<file path="src/rtl/soc_system_pio_out_pulse.sv">
// Avalon-MM output PIO with set/clear/toggle writes and a one-shot pulse engine.
// out_port = data_reg ^ pulse_mask. A PULSE write inverts the selected bits for
// max(len_reg,1) cycles, after which the mask clears and the pins restore.

module soc_system_pio_out_pulse #(
  parameter int unsigned       WIDTH       = 8,
  parameter logic [WIDTH-1:0]  RESET_VALUE = '0,
  parameter int unsigned       CNT_W       = 16,
  parameter logic [CNT_W-1:0]  DEFAULT_LEN = CNT_W'(1)
) (
  input  logic             clk,
  input  logic             reset_n,
  input  logic [2:0]       address,
  input  logic             chipselect,
  input  logic             write_n,
  input  logic [31:0]      writedata,
  output logic [31:0]      readdata,
  output logic [WIDTH-1:0] out_port,
  output logic             pulse_busy
);

  localparam logic [2:0] AddrData   = 3'd0;
  localparam logic [2:0] AddrLen    = 3'd1;
  localparam logic [2:0] AddrPulse  = 3'd2;
  localparam logic [2:0] AddrStatus = 3'd3;
  localparam logic [2:0] AddrSet    = 3'd4;
  localparam logic [2:0] AddrClear  = 3'd5;
  localparam logic [2:0] AddrToggle = 3'd6;

  typedef enum logic {StIdle, StActive} state_e;

  state_e           state_q;
  logic [WIDTH-1:0] data_q;
  logic [WIDTH-1:0] pulse_mask_q;
  logic [CNT_W-1:0] len_q;
  logic [CNT_W-1:0] cnt_q;
  logic             overrun_q;

  logic             wr_strobe;
  logic             wr_pulse;
  logic             wr_status;
  logic [WIDTH-1:0] wd_bits;
  logic [CNT_W-1:0] wd_len;
  logic [CNT_W-1:0] len_start;
  logic             unused_writedata;

  assign wr_strobe = chipselect & ~write_n;
  assign wr_pulse  = wr_strobe && (address == AddrPulse);
  assign wr_status = wr_strobe && (address == AddrStatus);
  assign wd_bits   = writedata[WIDTH-1:0];
  assign wd_len    = writedata[CNT_W-1:0];

  // Bits above WIDTH/CNT_W are deliberately ignored.
  assign unused_writedata = ^writedata;

  // A programmed length of zero is treated as a one-cycle pulse.
  assign len_start = (len_q == '0) ? '0 : len_q - CNT_W'(1);

  // Data and length registers: direct, set, clear and toggle writes.
  always_ff @(posedge clk or negedge reset_n) begin
    if (!reset_n) begin
      data_q <= RESET_VALUE;
      len_q  <= DEFAULT_LEN;
    end else if (wr_strobe) begin
      case (address)
        AddrData:   data_q <= wd_bits;
        AddrLen:    len_q  <= wd_len;
        AddrSet:    data_q <= data_q | wd_bits;
        AddrClear:  data_q <= data_q & ~wd_bits;
        AddrToggle: data_q <= data_q ^ wd_bits;
        default:    ;
      endcase
    end
  end

  // Pulse engine FSM with overrun flag; an overrun set beats a same-cycle clear.
  always_ff @(posedge clk or negedge reset_n) begin
    if (!reset_n) begin
      state_q      <= StIdle;
      pulse_mask_q <= '0;
      cnt_q        <= '0;
      overrun_q    <= 1'b0;
    end else begin
      if (wr_status && writedata[1]) begin
        overrun_q <= 1'b0;
      end
      unique case (state_q)
        StIdle: begin
          if (wr_pulse && (wd_bits != '0)) begin
            pulse_mask_q <= wd_bits;
            cnt_q        <= len_start;
            state_q      <= StActive;
          end
        end
        StActive: begin
          // Length was latched at start; a new request here is dropped and flagged.
          if (wr_pulse) begin
            overrun_q <= 1'b1;
          end
          if (cnt_q != '0) begin
            cnt_q <= cnt_q - CNT_W'(1);
          end else begin
            pulse_mask_q <= '0;
            state_q      <= StIdle;
          end
        end
        default: state_q <= StIdle;
      endcase
    end
  end

  assign out_port   = data_q ^ pulse_mask_q;
  assign pulse_busy = (state_q == StActive);

  // Combinational, side-effect-free read mux; unused upper bits read as zero.
  always_comb begin
    readdata = '0;
    case (address)
      AddrData:   readdata[WIDTH-1:0] = data_q;
      AddrLen:    readdata[CNT_W-1:0] = len_q;
      AddrPulse:  readdata[WIDTH-1:0] = pulse_mask_q;
      AddrStatus: readdata[1:0]       = {overrun_q, pulse_busy};
      default:    ;
    endcase
  end

endmodule

</file>
<file path="config.mk">
export PLATFORM = sky130hd
export DESIGN_NAME = soc_system_pio_out_pulse
export DESIGN_NICKNAME = d
export VERILOG_FILES = /design/src/rtl/soc_system_pio_out_pulse.sv
export SDC_FILE = /design/constraint.sdc
export NUM_CORES = 1
export LEC_CHECK = 0
export ABC_AREA = 1
export CORE_MARGIN = 5
export CORE_UTILIZATION = 52
export CTS_CLUSTER_SIZE = 28
export DETAILED_ROUTE_END_ITERATION = 8
export PLACE_DENSITY = 0.87
export SLEW_MARGIN = 20
export SYNTH_ARGS = -nofsm -noshare
export SYNTH_HDL_FRONTEND = slang
export SYNTH_SLANG_ARGS = --single-unit
</file>
<file path="constraint.sdc">
create_clock -name clk -period 2.15 [get_ports clk]
set_clock_uncertainty 0.05 [all_clocks]
set_input_delay 0.215 -clock clk [delete_from_list [all_inputs] [get_ports clk]]
set_output_delay 0.215 -clock clk [all_outputs]
set_load 0.005 [all_outputs]
</file>
==> impl_metrics.json, run 1 <==
{
  "min_path_cells": 3,
  "grt_pass1_wl_mm": 16.5,
  "yosysUniqueCellTypes": 33,
  "drv_slew": 0,
  "cts_tree": "done",
  "finalHoldViolations": 0,
  "synth.ff_latch_count": 50,
  "max_slew_margin_pct": 55.4,
  "clock_latency_ps": 320,
  "min_to": "len_q[14]",
  "final_cell_mix": "nand2_1 (168), inv_1 (72), nor2_1 (71)",
  "cts_buffer_depth": 2,
  "antenna_found_initial": 0,
  "power_leakage_nw": 2.53,
  "crit_fanout": 5,
  "coreArea_sq_um": 7140,
  "synth-simple-area-share_pct": 31.5,
  "fin_area_sq_um": 4590,
  "worst_pin_slew_ps": 669,
  "cp_data_required_time_ps": 1880,
  "fmax_mhz": 483,
  "finalSetupViolCount": 0,
  "root_buffer": "clkbuf_8",
  "first_iter_violations": 296,
  "cts.sinks": 50,
  "firstDrtPassIters": 7,
  "hold_path.class": "primary input to register",
  "peakVddDrop_v": 0.000479,
  "synthXorXnorAreaFrac_pct": 4.22,
  "reg2reg_to": "cnt_q[9]",
  "grt.total_usage_pct": 23.1,
  "crit_type": "primary input to primary output",
  "diodes": 0,
  "grt_pass1_vias": 3625,
  "outcome": "finished, final reports clean",
  "r2r_cells": 11,
  "final_common_cell": "nand2_1",
  "avgViaCountPerCell": 5.38,
  "ant_nets": 0,
  "syn_area_sq_um": 3740,
  "fp.dieW_microns": 94.8,
  "overflow": 0,
  "ys_warn_count": 0,
  "synth_compound_area_share_pct": 11.9,
  "rsz0062_at_grt": "no",
  "start_kind": "primary input",
  "portBuffers": 47,
  "min_period_ps": 2070,
  "synth.avg_cell_area_sq_um": 6.87,
  "hold_ws_ps": 415,
  "setup_tns_ps": 0,
  "via_count": 3858,
  "cts_buffers": 5,
  "hold_path_startpoint": "writedata[14]",
  "wl_mm": 10.2,
  "fp.dieH_microns": 94.8,
  "arrival_ps": 1810,
  "placed_area_sq_um": 4440,
  "fin_crit_sh_pct": 96.3,
  "routedWlPerCell_microns": 14.2,
  "setup.worst_path.end_class": "primary output",
  "area_delta_synth_final_pct": 22.8,
  "syn_inst": 544,
  "synth_area_leaders": "dfrtp_1 (33%), nand2_1 (17%), inv_1 (7.3%), nor2_1 (7.2%), ha_1 (6.4%)",
  "synth_top_cell_area_share_pct": 32.8,
  "rows": 31,
  "fillers": 601,
  "synth_mux_area_share_pct": 0,
  "cts-htree-levels": 2,
  "place_inst": 706,
  "gp_congestion": 0.923,
  "synth_top_family_by_area": "simple AND/OR/NAND/NOR gates",
  "synth_area_leader_cell": "dfrtp_1",
  "final_cells": 717,
  "start_util_pct": 52.4,
  "r2r-start": "len_q[0]",
  "ys_seq_area_share_pct": 33.5,
  "grt_start_max_net_pins": 51,
  "fin_nets": 675,
  "drive_above_1_share_pct": 8.90,
  "power_density_nw_per_um2": 894,
  "clk_pin_slew_ps": 100,
  "r2r_slack_ps": 270,
  "drc": 0,
  "post-route-util_pct": 64.3,
  "synth_fa_ha_area_share_pct": 6.36,
  "dp.final_hpwl_mm": 7.59,
  "die_area_sq_um": 8990,
  "max_cap_violations": 0,
  "ios": 80
}
cell families (layout without fill, tap and decap cells):
group | after synthesis | after routing
AOI/OAI and AO/OA | 68 | 68
xor gates and xnor gates | 18 | 18
adders and majority gates | 19 | 19
buffers and inverters | 103 | 162
DFF | 50 | 50
other | 1 | 16
and+or+nand+nor | 285 | 285
layout make-up:
type,count,area (sq um),area share [%]
Inverter,78,295,6.43
Clock inverter,3,23.8,0.518
Sequential cell,50,1250,27.3
Timing Repair Buffer,76,743,16.2
Tap cell,99,124,2.70
Multi-Input combinational cell,406,2080,45.4
Clock buffer,5,68.8,1.50
worst max-delay path by stage:
stage,startpoint,to,slack [ps],cells after the start
3_3_place_gp,address[1],readdata[6],20,6
4_1_cts,address[0],readdata[12],1,8
3_5_place_dp,address[1],readdata[6],-30,6
2_1_floorplan,len_q[0],cnt_q[6],560,11
6_report,address[0],readdata[3],80,8
5_1_grt,address[0],readdata[3],8,8
what timing repair did:
| item | in CTS | in global routing |
|---|---|---|
| setup endpoints to repair | 5 | 14 |
| buffers inserted | 0 | 2 |
| gates resized for setup | 2 | 17 |
| hold buffers | 1 | 0 |
| pin swaps | 0 | 1 |
| endpoints found under the hold margin | 49 | 0 |
critical path: stages:
cell and delay [ps]:
clkdlybuf4s50_1 440, inv_2 120, nand2_2 90, nor2_4 160, buf_4 130, nand2_1 40, o221ai_1 80, clkdlybuf4s50_1 540
flip-flops by register name (all words and copies together), names as in the netlist:
signal / flops
cnt_q: 16
len_q: 16
data_q: 8
pulse_mask_q: 8
overrun_q: 1
pulse_busy: 1
per-layer routing:
layer	vias up	GRT usage (%)	part of all wire [%]
met4	0	7.69	2.0
met1	1818	28.4	40
met3	24	4.46	6.8
met2	179	40.4	51
met5	-	0	0
li1	1837	-	-
stage by stage:
stage	total power [W]	worst slack, ps
after global placement	0.00340	15.6
after CTS	0.00409	1.17
after floorplan	0.00284	562
after detailed placement	0.00348	-31.6
after global routing	0.00446	8.30
final	0.00411	78.6
Yosys cell counts:
master     number
nand2_8         1
buf_2           3
nor2_4          4
nor3_1          1
o22ai_1        10
clkinv_1        2
o221ai_1        7
a21oi_4         1
nand2_2         3
o21bai_1        1
nand2_1       169
nand3_1        27
dfstp_2         1
dfrtp_1        49
o31ai_1         1
nor2_1         72
a21oi_1         9
ha_1           19
xor2_1         17
xnor2_1         1
inv_4           1
buf_6           1
clkbuf_1        4
nand4_1         7
o2111ai_1       9
o21ai_0        28
buf_4          17
nand3b_1        1
conb_1          1
inv_1          73
o21ai_4         1
o21ai_2         1
inv_2           2
where the power goes:
part	switching, W	internal (W)
logic	0.00116	0.000786
clock network	0.000365	0.000234
registers	0.000326	0.00124
(Power assumes the default switching activity.)
==> run 2, diff against run 1 <==
--- a/config.mk
+++ b/config.mk
@@ -6,7 +6,7 @@
 export NUM_CORES = 1
 export LEC_CHECK = 0
 export ABC_AREA = 1
-export CORE_MARGIN = 5
+export CORE_MARGIN = 4
 export CORE_UTILIZATION = 52
 export CTS_CLUSTER_SIZE = 28
 export DETAILED_ROUTE_END_ITERATION = 8
==> run 2 against run 1 <==
  * Worst setup slack better by 30 ps
  * Non-clock buffer count down 4
  * Die area down 4.2%
  * Sequential share of layout area up 0.38 points
  * Critical endpoint is now readdata[5]
==> impl_metrics.json, run 2 (synthesis gave the netlist of run 1 again) <==
{
  "power_density_nw_per_um2": 921,
  "final_cells": 710,
  "crit_fanout": 5,
  "diodes": 0,
  "start_util_pct": 54.1,
  "cts_buffers": 5,
  "place_inst": 700,
  "grt.total_usage_pct": 24.3,
  "wl_mm": 10.1,
  "drive_above_1_share_pct": 7.65,
  "antenna_found_initial": 0,
  "die_area_sq_um": 8610,
  "fp.dieW_microns": 92.8,
  "cts_tree": "done",
  "gp_congestion": 0.944,
  "p_sw_share_pct": 43.4,
  "grt_pass1_vias": 3652,
  "grt_start_max_net_pins": 25,
  "sequentialPowerShare_pct": 37.3,
  "start_kind": "primary input",
  "finalHoldViolations": 0,
  "fillers": 609,
  "fin_crit_sh_pct": 95.0,
  "dp.final_hpwl_mm": 7.60,
  "final_cell_mix": "nand2_1 (169), inv_1 (72), nor2_1 (72)",
  "cts-htree-levels": 2,
  "ant_nets": 0,
  "max_slew_margin_pct": 63.4,
  "hold_path.class": "primary input to asynchronous set/reset pin",
  "peakVddDrop_v": 0.000478,
  "cp_data_required_time_ps": 1880,
  "coreArea_sq_um": 6910,
  "first_iter_violations": 256,
  "finalSetupViolCount": 0,
  "overflow": 0,
  "routedWlPerCell_microns": 14.2,
  "root_buffer": "clkbuf_8",
  "area_delta_synth_final_pct": 21.1,
  "min_period_ps": 2040,
  "cts_buffer_depth": 2,
  "fin_nets": 671,
  "drv_slew": 0,
  "power_leakage_nw": 2.47,
  "drc": 0,
  "ios": 80,
  "setup.worst_path.end_class": "primary output",
  "firstDrtPassIters": 5,
  "portBuffers": 47,
  "fmax_mhz": 490,
  "via_count": 3814,
  "reg_top3": "cnt_q: 16 flops, len_q: 16 flops",
  "clockPowerShare_pct": 16.4,
  "combPwrFrac_pct": 46.4,
  "arrival_ps": 1780,
  "clock_latency_ps": 310,
  "avgViaCountPerCell": 5.37,
  "cts.sinks": 50,
  "p_sw_w": 0.00181,
  "grt_pass1_wl_mm": 17.0,
  "hold_ws_ps": 364,
  "fin_area_sq_um": 4530,
  "rsz0062_at_grt": "no",
  "outcome": "finished, final reports clean",
  "crit_type": "primary input to primary output",
  "max_cap_violations": 0,
  "final_common_cell": "nand2_1",
  "rows": 30,
  "placed_area_sq_um": 4390,
  "p_int_w": 0.00236,
  "fp.dieH_microns": 92.8,
  "worst_pin_slew_ps": 549,
  "clk_pin_slew_ps": 100
}
-- run 2: changes by cell type in the layout (fill, tap and decap cells not counted), sizes merged --
cell,before,now
buf,29,25
dlygate4sd2,2,6
dlymetal6s2s,14,11
clkbuf,5,7
clkinvlp,2,0
bufinv,0,1
clkdlybuf4s50,30,29
inv,77,76
-- run 2: layout make-up --
| class | instances | area, sq um | area share, % |
|---|---|---|---|
| Clock buffer | 7 | 76.3 | 1.69 |
| Timing Repair Buffer | 72 | 676 | 14.9 |
| Tap cell | 96 | 120 | 2.65 |
| Sequential cell | 50 | 1250 | 27.7 |
| Inverter | 78 | 295 | 6.52 |
| Multi-Input combinational cell | 406 | 2080 | 45.9 |
| Clock inverter | 1 | 30.0 | 0.663 |
-- run 2: repair_timing --
| action | 4_1_cts | 5_1_grt |
|---|---|---|
| setup buffers | 1 | 0 |
| pin swaps | 1 | 1 |
| hold buffers | 1 | 0 |
| gates resized for setup | 6 | 12 |
| endpoints found under the hold margin | 21 | 0 |
| setup endpoints to repair | 5 | 10 |
-- run 2: metrics by stage --
stage	setup WS [ps]	setup TNS (ps)	utilization [%]	total power, W
6_report	108	0	65.6	0.00417
5_1_grt	13.0	0	65.6	0.00454
4_1_cts	1.50	0	65.2	0.00416
3_5_place_dp	-26.5	-71.6	63.5	0.00348
3_3_place_gp	0.998	0	63.5	0.00339
2_1_floorplan	562	0	-	0.00284
-- run 2: power by group through the flow --
stage / clock [W] / sequential, W / combinational (W)
floorplan: 0 / 0.00148 / 0.00136
global placement: 0 / 0.00155 / 0.00184
detailed placement: 0 / 0.00156 / 0.00192
CTS: 0.000684 / 0.00155 / 0.00193
global route: 0.000727 / 0.00160 / 0.00221
finish: 0.000684 / 0.00155 / 0.00193
-- run 2: final timing paths --
path                                from     endpoint  slack [ps]  cells past startpoint
max                           address[0]  readdata[5]         110                     10
max in group asynchronous        reset_n     len_q[0]         990                      3
min in group clk           writedata[14]    len_q[14]         430                      3
max reg2reg                     len_q[0]     cnt_q[6]         250                     11
min reg2reg                     cnt_q[1]     cnt_q[1]         440                      2
min                              reset_n     cnt_q[3]         360                      2
-- run 2: worst max-delay path, cell delays in order --
cell             delay [ps]
clkdlybuf4s50_1         500
inv_2                    70
buf_4                   130
nand2_2                  70
nor2_4                   60
buf_4                   130
buf_4                   130
nand2_1                  60
o221ai_1                130
dlygate4sd2_1           290
-- run 2: per-layer routing --
metal / track usage (%) / routed length (microns) / part of all wire (%)
met1: 32.4 / 4360 / 43
met2: 41.4 / 4910 / 49
met3: 3.09 / 648 / 6.4
met4: 6.47 / 164 / 1.6
met5: 0 / 0 / 0
